===== src/rtl/population_count_sequencer.sv =====
// Counts the ones in a wide operand, one CHUNK_WIDTH slice per cycle; result is valid CHUNKS cycles after acceptance.
// Result is held in DONE until ready_i; a new operand is only taken in IDLE or in the same edge that retires a result.
module population_count_sequencer #(
  parameter int DATA_WIDTH  = 128,
  parameter int CHUNK_WIDTH = 32
) (
  input  logic                          clk_i,
  input  logic                          rst_n_i,
  input  logic [DATA_WIDTH-1:0]         operand_i,
  input  logic                          valid_i,
  output logic                          ready_o,
  output logic [$clog2(DATA_WIDTH):0]   count_o,
  output logic                          valid_o,
  input  logic                          ready_i
);

  localparam int CHUNKS = DATA_WIDTH / CHUNK_WIDTH;
  localparam int CW     = $clog2(DATA_WIDTH) + 1;
  localparam int PW     = $clog2(CHUNK_WIDTH) + 1;
  localparam int IW     = (CHUNKS > 1) ? $clog2(CHUNKS) : 1;

  typedef enum logic [1:0] {IDLE, COUNT, DONE} state_t;

  state_t                               state_q, state_d;
  logic [CHUNKS-1:0][CHUNK_WIDTH-1:0]   opnd_q, opnd_d;
  logic [IW-1:0]                        idx_q, idx_d;
  logic [CW-1:0]                        acc_q, acc_d;
  logic [CW-1:0]                        res_q, res_d;

  logic [CHUNK_WIDTH-1:0] slice;
  logic [PW-1:0]          chunk_cnt;
  logic [CW-1:0]          acc_sum;
  logic                   in_hs;

  assign ready_o = (state_q == IDLE) || ((state_q == DONE) && ready_i);
  assign valid_o = (state_q == DONE);
  assign count_o = res_q;
  assign in_hs   = valid_i && ready_o;

  // Shared chunk counter: the only popcount hardware in the block.
  always_comb begin
    slice     = opnd_q[idx_q];
    chunk_cnt = '0;
    for (int i = 0; i < CHUNK_WIDTH; i++) begin
      chunk_cnt = chunk_cnt + {{(PW-1){1'b0}}, slice[i]};
    end
    acc_sum = acc_q + CW'(chunk_cnt);
  end

  always_comb begin
    state_d = state_q;
    opnd_d  = opnd_q;
    idx_d   = idx_q;
    acc_d   = acc_q;
    res_d   = res_q;
    case (state_q)
      IDLE: begin
        if (in_hs) begin
          opnd_d  = operand_i;
          acc_d   = '0;
          idx_d   = '0;
          state_d = COUNT;
        end
      end
      COUNT: begin
        acc_d = acc_sum;
        idx_d = idx_q + 1'b1;
        if (idx_q == IW'(CHUNKS - 1)) begin
          res_d   = acc_sum;
          state_d = DONE;
        end
      end
      DONE: begin
        // ready_o in DONE equals ready_i, so an input handshake here also retires the result.
        if (in_hs) begin
          opnd_d  = operand_i;
          acc_d   = '0;
          idx_d   = '0;
          state_d = COUNT;
        end else if (ready_i) begin
          state_d = IDLE;
        end
      end
      default: state_d = IDLE;
    endcase
  end

  always_ff @(posedge clk_i or negedge rst_n_i) begin
    if (!rst_n_i) begin
      state_q <= IDLE;
      opnd_q  <= '0;
      idx_q   <= '0;
      acc_q   <= '0;
      res_q   <= '0;
    end else begin
      state_q <= state_d;
      opnd_q  <= opnd_d;
      idx_q   <= idx_d;
      acc_q   <= acc_d;
      res_q   <= res_d;
    end
  end

endmodule

===== config.mk =====
export PLATFORM = sky130hd
export DESIGN_NAME = population_count_sequencer
export DESIGN_NICKNAME = d
export VERILOG_FILES = /design/src/rtl/population_count_sequencer.sv
export SDC_FILE = /design/constraint.sdc
export NUM_CORES = 1
export LEC_CHECK = 0
export CORE_ASPECT_RATIO = 0.7
export CORE_MARGIN = 2
export CORE_UTILIZATION = 47
export DETAILED_ROUTE_END_ITERATION = 6
export PLACE_DENSITY = 0.76
export SYNTH_ARGS = -nofsm -noshare
export SYNTH_HDL_FRONTEND = slang
export SYNTH_SLANG_ARGS = --single-unit

===== constraint.sdc =====
create_clock -name clk_i -period 6.4 [get_ports clk_i]
set_input_delay 1.28 -clock clk_i [delete_from_list [all_inputs] [get_ports clk_i]]
set_output_delay 1.28 -clock clk_i [all_outputs]
set_load 0.01 [all_outputs]

======== After elaboration in Yosys (flattened, before gate mapping) ========
Index checks and enable logic that the tools add are counted.
cells by class
  mux-type cells .......................... 11
  reductions and logical operators ........ 10
  add/sub/neg operators ................... 33
  order comparisons ....................... 1
  eq/ne operators ......................... 7
operators by type and width
  kind                                                                           number
  6-bit by 1-bit adder with 6-bit output                                         26
  32-bit binary-select mux with 2-bit select                                     1
  32-bit 2-to-1 mux                                                              1
  8-bit case mux with 2 select lines                                             1
  2-bit 2-to-1 mux                                                               5
  8-bit by 6-bit adder with 8-bit output                                         1
  8-bit 2-to-1 mux                                                               1
  5-bit by 1-bit adder with 6-bit output                                         1
  2-bit case mux with 3 select lines                                             1
  2-bit AND reduction                                                            3
  4-bit by 1-bit adder with 5-bit output                                         1
  3-bit by 1-bit adder with 4-bit output                                         1
  2-bit == test (second input constant)                                          2
  2-bit != test (second input constant)                                          2
  2-bit case mux with 2 select lines                                             1
  2-bit by 1-bit adder with 3-bit output                                         1
  2-bit by 3-bit less-than comparator with 1-bit output (second input constant)  1
  3-bit by 1-bit != test with 1-bit output (second input constant)               1
  3-bit AND reduction                                                            1
  1-bit by 1-bit adder with 2-bit output                                         1
  2-bit by 1-bit adder with 2-bit output (second input constant)                 1
  2-bit by 1-bit == test with 1-bit output (second input constant)               1
  1-bit logical AND                                                              2
  2-bit zero test                                                                1
  4 further kinds                                                                4
word-level totals
  register bits after elaboration ......... 148

======== Depth between registers and ports, before layout ========
Gate-level depths: netlist of run 1.
  depth in word-level cells ............... 35
  gate-level depth with buffers ........... 21

======== Least setup slack after synthesis of run 1 ========
No wires, ideal clock.
  path type ............................... register to register
  start point ............................. reg idx_q[0]
  end point ............................... reg res_q[6], in the netlist count_o[6]
  library setup time ...................... 129 ps
  cell stages (with the launch flop) ...... 21
  data required time ...................... 6271 ps
  path buffers ............................ 2
  arrival time ............................ 5843 ps
  setup slack ............................. 428 ps
  clock period less this slack ............ 5972 ps
  cells stage by stage .................... dfrtp_1 -> buf_2 -> buf_2 -> mux4_2 -> fa_1 -> inv_1 -> fa_1 -> fa_1 -> inv_1 -> fa_1 -> inv_1 -> fa_1 -> fa_1 -> fa_1 -> inv_1 -> fa_1 -> a21oi_1 -> o21ai_0 -> a21oi_1 -> xor2_1 -> o21ai_0
on the way
  word-level cells in the longest chain between the ends .. 34
  elaborated cells between the ends (all ways) .. 36
  classes of those cells .................. add/sub: 32; eq/ne: 1; mux: 2; reduce/logical: 1
RTL lines
  what                                                   RTL line  RTL
  from (decl)                                            26        logic [IW-1:0] idx_q, idx_d;
  from (signal assigned)                                 98        idx_q <= idx_d;
  32-bit binary-select mux with 2-bit select             42        slice = opnd_q[idx_q];
  32-bit 2-to-1 mux (implied by the code)                42
  1-bit by 1-bit adder with 2-bit output                 45        chunk_cnt = chunk_cnt + {{(PW-1){1'b0}}, slice[i]};
  2-bit by 1-bit adder with 3-bit output                 45
  3-bit by 1-bit adder with 4-bit output                 45
  4-bit by 1-bit adder with 5-bit output                 45
  5-bit by 1-bit adder with 6-bit output                 45
  6-bit by 1-bit adder with 6-bit output (26 in series)  45
  8-bit by 6-bit adder with 8-bit output                 47        acc_sum = acc_q + CW'(chunk_cnt);
  to (signal assigned)                                   100       res_q <= res_d;
  to (decl)                                              28        logic [CW-1:0] res_q, res_d;
Parallel ways exist; a longest one is shown, timed or not. The select of a mux whose other input is x is not followed.
A chain may end at the register's enable or synchronous reset.

======== Worst setup path in the final report of run 1 ========
Ends and elaborated chain as after synthesis.

==> metrics.md, run 1 <==
| Metric | Value |
|---|---|
| Largest net degree at the start of global routing | `93` |
| Critical path capture point type | `flop` |
| Total wire length | `~18000 microns` |
| Slew @ Worst Pin | `0.824 ns` |
| Hold-fix buffers, CTS | `0` |
| HPWL after detailed placement | `between 10000 and 15000 microns` |
| Remaining antenna violation count | `0` |
| CTS tree | `yes` |
| Synth warn | `0` |
| CTS max path bufs | `2` |
| Initial antenna violation count | `0` |
| Standard-cell rows | `38` |
| Clk slew on worst S/H paths | `0.06 ns` |
| Gr usage total | `22.5%` |
| Slew HR | `a little under half` |
| Share of layout cells above drive strength 1 | `9.28%` |
| Syn Inst Count | `773` |
| Detailed Routing Iterations Pass 1 | `5` |
| WP data arrival | `between 6 and 7 ns` |
| Dpl ws | `0.338 ns` |
| Min-Delay Path Class | `flop to flop` |
| Clock Skew | `0.0112 ns` |
| Synth area leader | `dfrtp_1` |
| H-tree depth | `4` |
| Top-level port count | `142` |
| Crit Path Class | `flop to flop` |
| GP Congestion | `a little over 0.8` |
| Async SR Flop Fraction | `100%` |
| Commonest cells in the netlist | `nand2_1, dfrtp_1, inv_1` |
| Largest cells by area after synthesis | `dfrtp_1, nand2_1, mux4_2` |
| Top cell type's share of synthesized area | `about half` |
| Final net count | `around 1100` |
| Netlist cell types | `35` |
| Main flop type after synthesis | `dfrtp_1` |
| Antenna cell count | `0` |
| Worst-skew pair later-pin latency | `0.42 ns` |
| Root Buffer | `clkbuf_16` |
| Core area | `15500 sq um` |
| CP required | `6.68 ns` |
| Worst hold slack | `0.473 ns` |
| Final setup viols | `0` |
| Global route overflow | `0` |
| Final Slew Violations | `0` |
| Die H | `109 microns` |
| Tmin final | `5.99 ns` |
| RSZ-0062 raised after global routing | `false` |
| Final period utilization | `93.5%` |
| CTS Sinks | `approximately 150` |
| Yosys reg bits | `between 100 and 150` |
| I/O Buffers | `141` |
| Starting density of the core | `between 40 and 50%` |
| Iteration-0 DRC Markers | `319` |
| Area Overhead vs Synth | `28.8%` |
| Total die area | `16800 sq um` |
| Worst Path Max Fanout | `20` |
| Total CTS buffers | `17` |
| Via density | `roughly 5` |
| Die W | `154 microns` |
| Fmax | `167 MHz` |
| DR WL/cell | `around 16 microns` |
| Top-count cell post-synth | `nand2_1` |
| Number of flops mapped to enable cells by yosys | `0` |
| First-pass GRT wire length | `28900 microns` |
| Fin. Hold Viols | `0` |
| CP startpoint kind | `flop` |
| Register area share after synthesis | `49.9%` |
| Residual DRC | `0` |
| Final worst setup slack | `0.415 ns` |
| Synthesized area per cell | `9.60 sq um` |
| Fin Setup TNS | `0 ns` |
| Vias in the first global route | `between 5000 and 6000` |
| Synthesized Nets | `947` |
| Maximum Capacitance Violations | `0` |
| Mapped Area | `approximately 7400 sq um` |
| Status | `completed` |
| Vias | `5626` |
[final timing paths]
kind / slack [ns] / cells after the start / to / startpoint
min in group asynchronous: 0.92 / 1 / state_q[0]$_DFFE_PN0P_ / rst_n_i
max: 0.41 / 19 / count_o[6]$_DFFE_PN0P_ / idx_q[0]$_DFFE_PN0P_
min: 0.47 / 2 / opnd_q[124]$_DFFE_PN0P_ / opnd_q[124]$_DFFE_PN0P_
min reg2reg: 0.47 / 2 / opnd_q[124]$_DFFE_PN0P_ / opnd_q[124]$_DFFE_PN0P_
max reg2reg: 0.41 / 19 / count_o[6]$_DFFE_PN0P_ / idx_q[0]$_DFFE_PN0P_
max in group asynchronous: 4.17 / 2 / idx_q[1]$_DFFE_PN0P_ / rst_n_i
[critical path, stage by stage (launching register included)]
cell and delay (ns):
dfrtp_2 0.39, buf_12 0.21, mux4_2 0.54, fa_1 0.58, inv_1 0.07, fa_1 0.45
fa_1 0.52, inv_1 0.05, fa_1 0.47, inv_1 0.05, fa_1 0.50, fa_1 0.59
fa_1 0.20, inv_1 0.05, fa_1 0.42, a21oi_2 0.18, o21ai_0 0.10, a21oi_1 0.18
xor2_1 0.20, o21ai_0 0.10
[logic make-up after synthesis]
kind of cell,count (synthesis),share of synthesized area (%)
muxes,34,10.0
and+or+nand+nor,421,21.7
AOI/OAI and AO/OA,34,2.73
adders and majority gates,42,9.71
buffers and inverters,90,5.45
DFF,148,49.9
xor gates and xnor gates,4,0.472
[metrics by stage]
stage	utilization, %	cell area (sq um)	cells
global route	61.8	9550	1116
CTS	61.7	9540	1115
finish	61.8	9550	1116
detailed placement	58.0	8950	1083
global placement	58.0	8950	1083
floorplan	-	7420	773
[cell type report]
type	instances	area [sq um]
Fill cell	1280	5900
Sequential cell	148	3710
Inverter	50	188
Clock inverter	14	143
Tap cell	200	250
Timing Repair Buffer	151	1500
Clock buffer	18	439
Multi-Input combinational cell	535	3320
[what timing repair did]
| action | CTS | global route |
|---|---|---|
| buffers inserted | 0 | 1 |
| setup endpoints to repair | 0 | 2 |
| gates resized for setup | 0 | 2 |
[sequential cells by signal (all words and copies together) (netlist names)]
signal,cells
idx_q,2
count_o,8
acc_q,8
state_q,2
opnd_q,128
[placed cells by master, fill, tap and decap left out, drive strengths merged, types with 2 or more instances in the layout]
master	count
inv	55
dfrtp	148
xnor2	3
nor2	4
mux2	2
mux4	32
nor2b	2
ha	16
a21oi	7
nand3	7
fa	26
clkdlybuf4s50	140
clkinvlp	5
o21ai	18
clkbuf	18
nand2	404
clkinv	3
buf	11
o31ai	2
[layer usage]
| metal | GRT usage (%) | vias up | part of all wire [%] |
|---|---|---|---|
| li1 | - | 2677 | - |
| met1 | 34.7 | 2738 | 50 |
| met2 | 32.2 | 199 | 42 |
| met3 | 5.64 | 12 | 7.0 |
| met4 | 5.07 | 0 | 0.84 |
| met5 | 0 | - | 0 |
Power of run 1 is not shown: default switching activity piles up to over one toggle a cycle in this logic, so the estimate is an artifact.
==> inputs of run 2 (changes only) <==
GPL_TIMING_DRIVEN = 0   (was unset)
==> run 2 against run 1 <==
Compared with the run above: flip-flop and latch count unchanged; die area unchanged; worst setup slack worse by 0.17 ns.
==> metrics.md, run 2 (same netlist as run 1, synthesis figures left out) <==
| Metric | Value |
|---|---|
| Status | `completed` |
| WP data arrival | `6.45 ns` |
| Total CTS buffers | `17` |
| Max incr delay on CP | `0.59 ns` |
| CP max-delay cell | `fa_1` |
| CP required | `6.70 ns` |
| Via density | `5.17` |
| Crit Path Class | `flop to flop` |
| Reg2reg start | `idx_q[0]$_DFFE_PN0P_` |
| Worst-skew pair later-pin latency | `0.43 ns` |
| Final net count | `~1100` |
| Core area | `15500 sq um` |
| Fin Setup TNS | `0 ns` |
| Reg area | `3700 sq um` |
| Die W | `154 microns` |
| I/O Buffers | `141` |
| Worst Path Max Fanout | `10` |
| Final period utilization | `between 90% and 100%` |
| CTS tree | `yes` |
| Fillers | `1226` |
| Vias | `5937` |
| Cell mode on critical path | `fa_1` |
| Tmin final | `just over 6 ns` |
| Initial antenna violation count | `0` |
| Critical path capture point type | `flop` |
| Antenna cell count | `0` |
| Hold wc startpoint | `opnd_q[115]$_DFFE_PN0P_` |
| Residual DRC | `0` |
| Clock Skew | `roughly 0.0073 ns` |
| GP Congestion | `0.840` |
| Share of layout cells above drive strength 1 | `10.8%` |
| Gr usage total | `25.0%` |
| Reg with most FFs | `opnd_q` |
| Fmax | `163 MHz` |
| H-tree depth | `4` |
| Detailed Routing Iterations Pass 1 | `7` |
| Starting density of the core | `approximately 48%` |
| Iteration-0 DRC Markers | `461` |
| Hold worst-path end | `opnd_q[115]$_DFFE_PN0P_` |
| Largest net degree at the start of global routing | `about 80` |
| Critical Path, Cell by Cell | `buf_12 -> buf_12 -> mux4_2 -> fa_1 -> inv_1 -> fa_1 -> fa_1 -> inv_1 -> fa_1 -> inv_1 -> fa_1 -> fa_1 -> fa_1 -> inv_1 -> fa_2 -> a21oi_2 -> o21ai_1 -> a21oi_1 -> xor2_1 -> o21ai_0` |
| Multi-input gate area | `3320 sq um` |
| Standard-cell rows | `38` |
| Crit path launch | `idx_q[0]$_DFFE_PN0P_` |
| CTS Sinks | `148` |
| Fin. Hold Viols | `0` |
| Commonest cells after routing, fill and taps aside | `nand2_1, dfrtp_1, clkdlybuf4s50_1` |
| Critical R2R Capture | `count_o[6]$_DFFE_PN0P_` |
| DR WL/cell | `17.3 microns` |
| Remaining antenna violation count | `0` |
| Reg2reg setup slack | `0.25 ns` |
| Total die area | `roughly 17000 sq um` |
| HPWL after detailed placement | `14100 microns` |
| Global route overflow | `0` |
| Total wire length | `19900 microns` |
| CP startpoint kind | `flop` |
| Min-Delay Path Class | `flop to flop` |
| Die H | `roughly 110 microns` |
| Root Buffer | `clkbuf_16` |
| Clk slew on worst S/H paths | `around 0.06 ns` |
| Top-level port count | `around 140` |
| Final setup viols | `0` |
| Commonest non-fill, non-tap cell in the layout | `nand2_1` |
| Area Overhead vs Synth | `31.3%` |
| First-pass GRT wire length | `31400 microns` |
| Max reg flops | `128` |
| Vias in the first global route | `5909` |
| CTS max path bufs | `2` |
| Final Slew Violations | `0` |
| Slew HR | `54.7%` |
| Slew @ Worst Pin | `0.680 ns` |
| Maximum Capacitance Violations | `0` |
| Worst Reg-to-Reg Cells | `20` |
| WHS Path Cells | `2` |
run 2: changes by cell type in the layout (fill, tap and decap cells not counted), sizes merged:
| cell | delta |
|---|---|
| bufinv | -1 |
| inv | +2 |
| clkinv | +4 |
| clkinvlp | -4 |
| clkbuf | +12 |
| buf | +19 |
run 2: cell type report:
class                      instances  area share [%]
clock inverter                    15            1.27
tap                              200            2.57
timing repair buffer             143            14.9
multi-input combinational        535            34.1
clock buffer                      17            4.37
sequential                       148            38.0
buffer                            40            2.89
inverter                          50            1.93
run 2: repair_timing:
item / CTS / global route
resized for setup: 10 / 14
setup buffers: 0 / 1
hold buffers: 0 / 0
setup endpoints to repair: 6 / 5
pin swaps: 0 / 2
run 2: worst max path at each step:
stage | end | slack [ns]
CTS | count_o[6]$_DFFE_PN0P_ | 0.01
detailed placement | count_o[6]$_DFFE_PN0P_ | -0.26
global route | count_o[6]$_DFFE_PN0P_ | -0.02
global placement | opnd_q[106]$_DFFE_PN0P_ | -1.86
finish | count_o[6]$_DFFE_PN0P_ | 0.25
floorplan | count_o[6]$_DFFE_PN0P_ | 0.43
run 2: per-layer routing:
layer | up-vias | wire, microns | global-route usage, %
met3 | 20 | 1780 | 5.33
met1 | 2887 | 9060 | 36.9
met5 | - | 0 | 0
met4 | 0 | 228 | 6.14
met2 | 275 | 8840 | 38.1
li1 | 2755 | - | -
run 2: worst max-delay path: cells and delay by family (launching register included):
family / cells / cell delay (ns)
compound gates: 4 / 0.56
xor+xnor: 1 / 0.22
fa+ha+maj: 8 / 3.74
buf+inv: 6 / 0.58
flops: 1 / 0.39
mux: 1 / 0.54
run 2: stage by stage:
step           hold slack [ns]  utilization (%)  cells  worst slack, ns  instance area (sq um)
2_1_floorplan            0.440                -    773            0.428                   7420
3_3_place_gp             0.453             58.8   1114            -1.86                   9080
3_5_place_dp             0.457             58.9   1115           -0.257                   9110
4_1_cts                  0.474             62.7   1147           0.0115                   9690
5_1_grt                  0.495             63.0   1148          -0.0194                   9740
6_report                 0.472             63.0   1148            0.249                   9740
Power of run 2 is left out for the same reason.
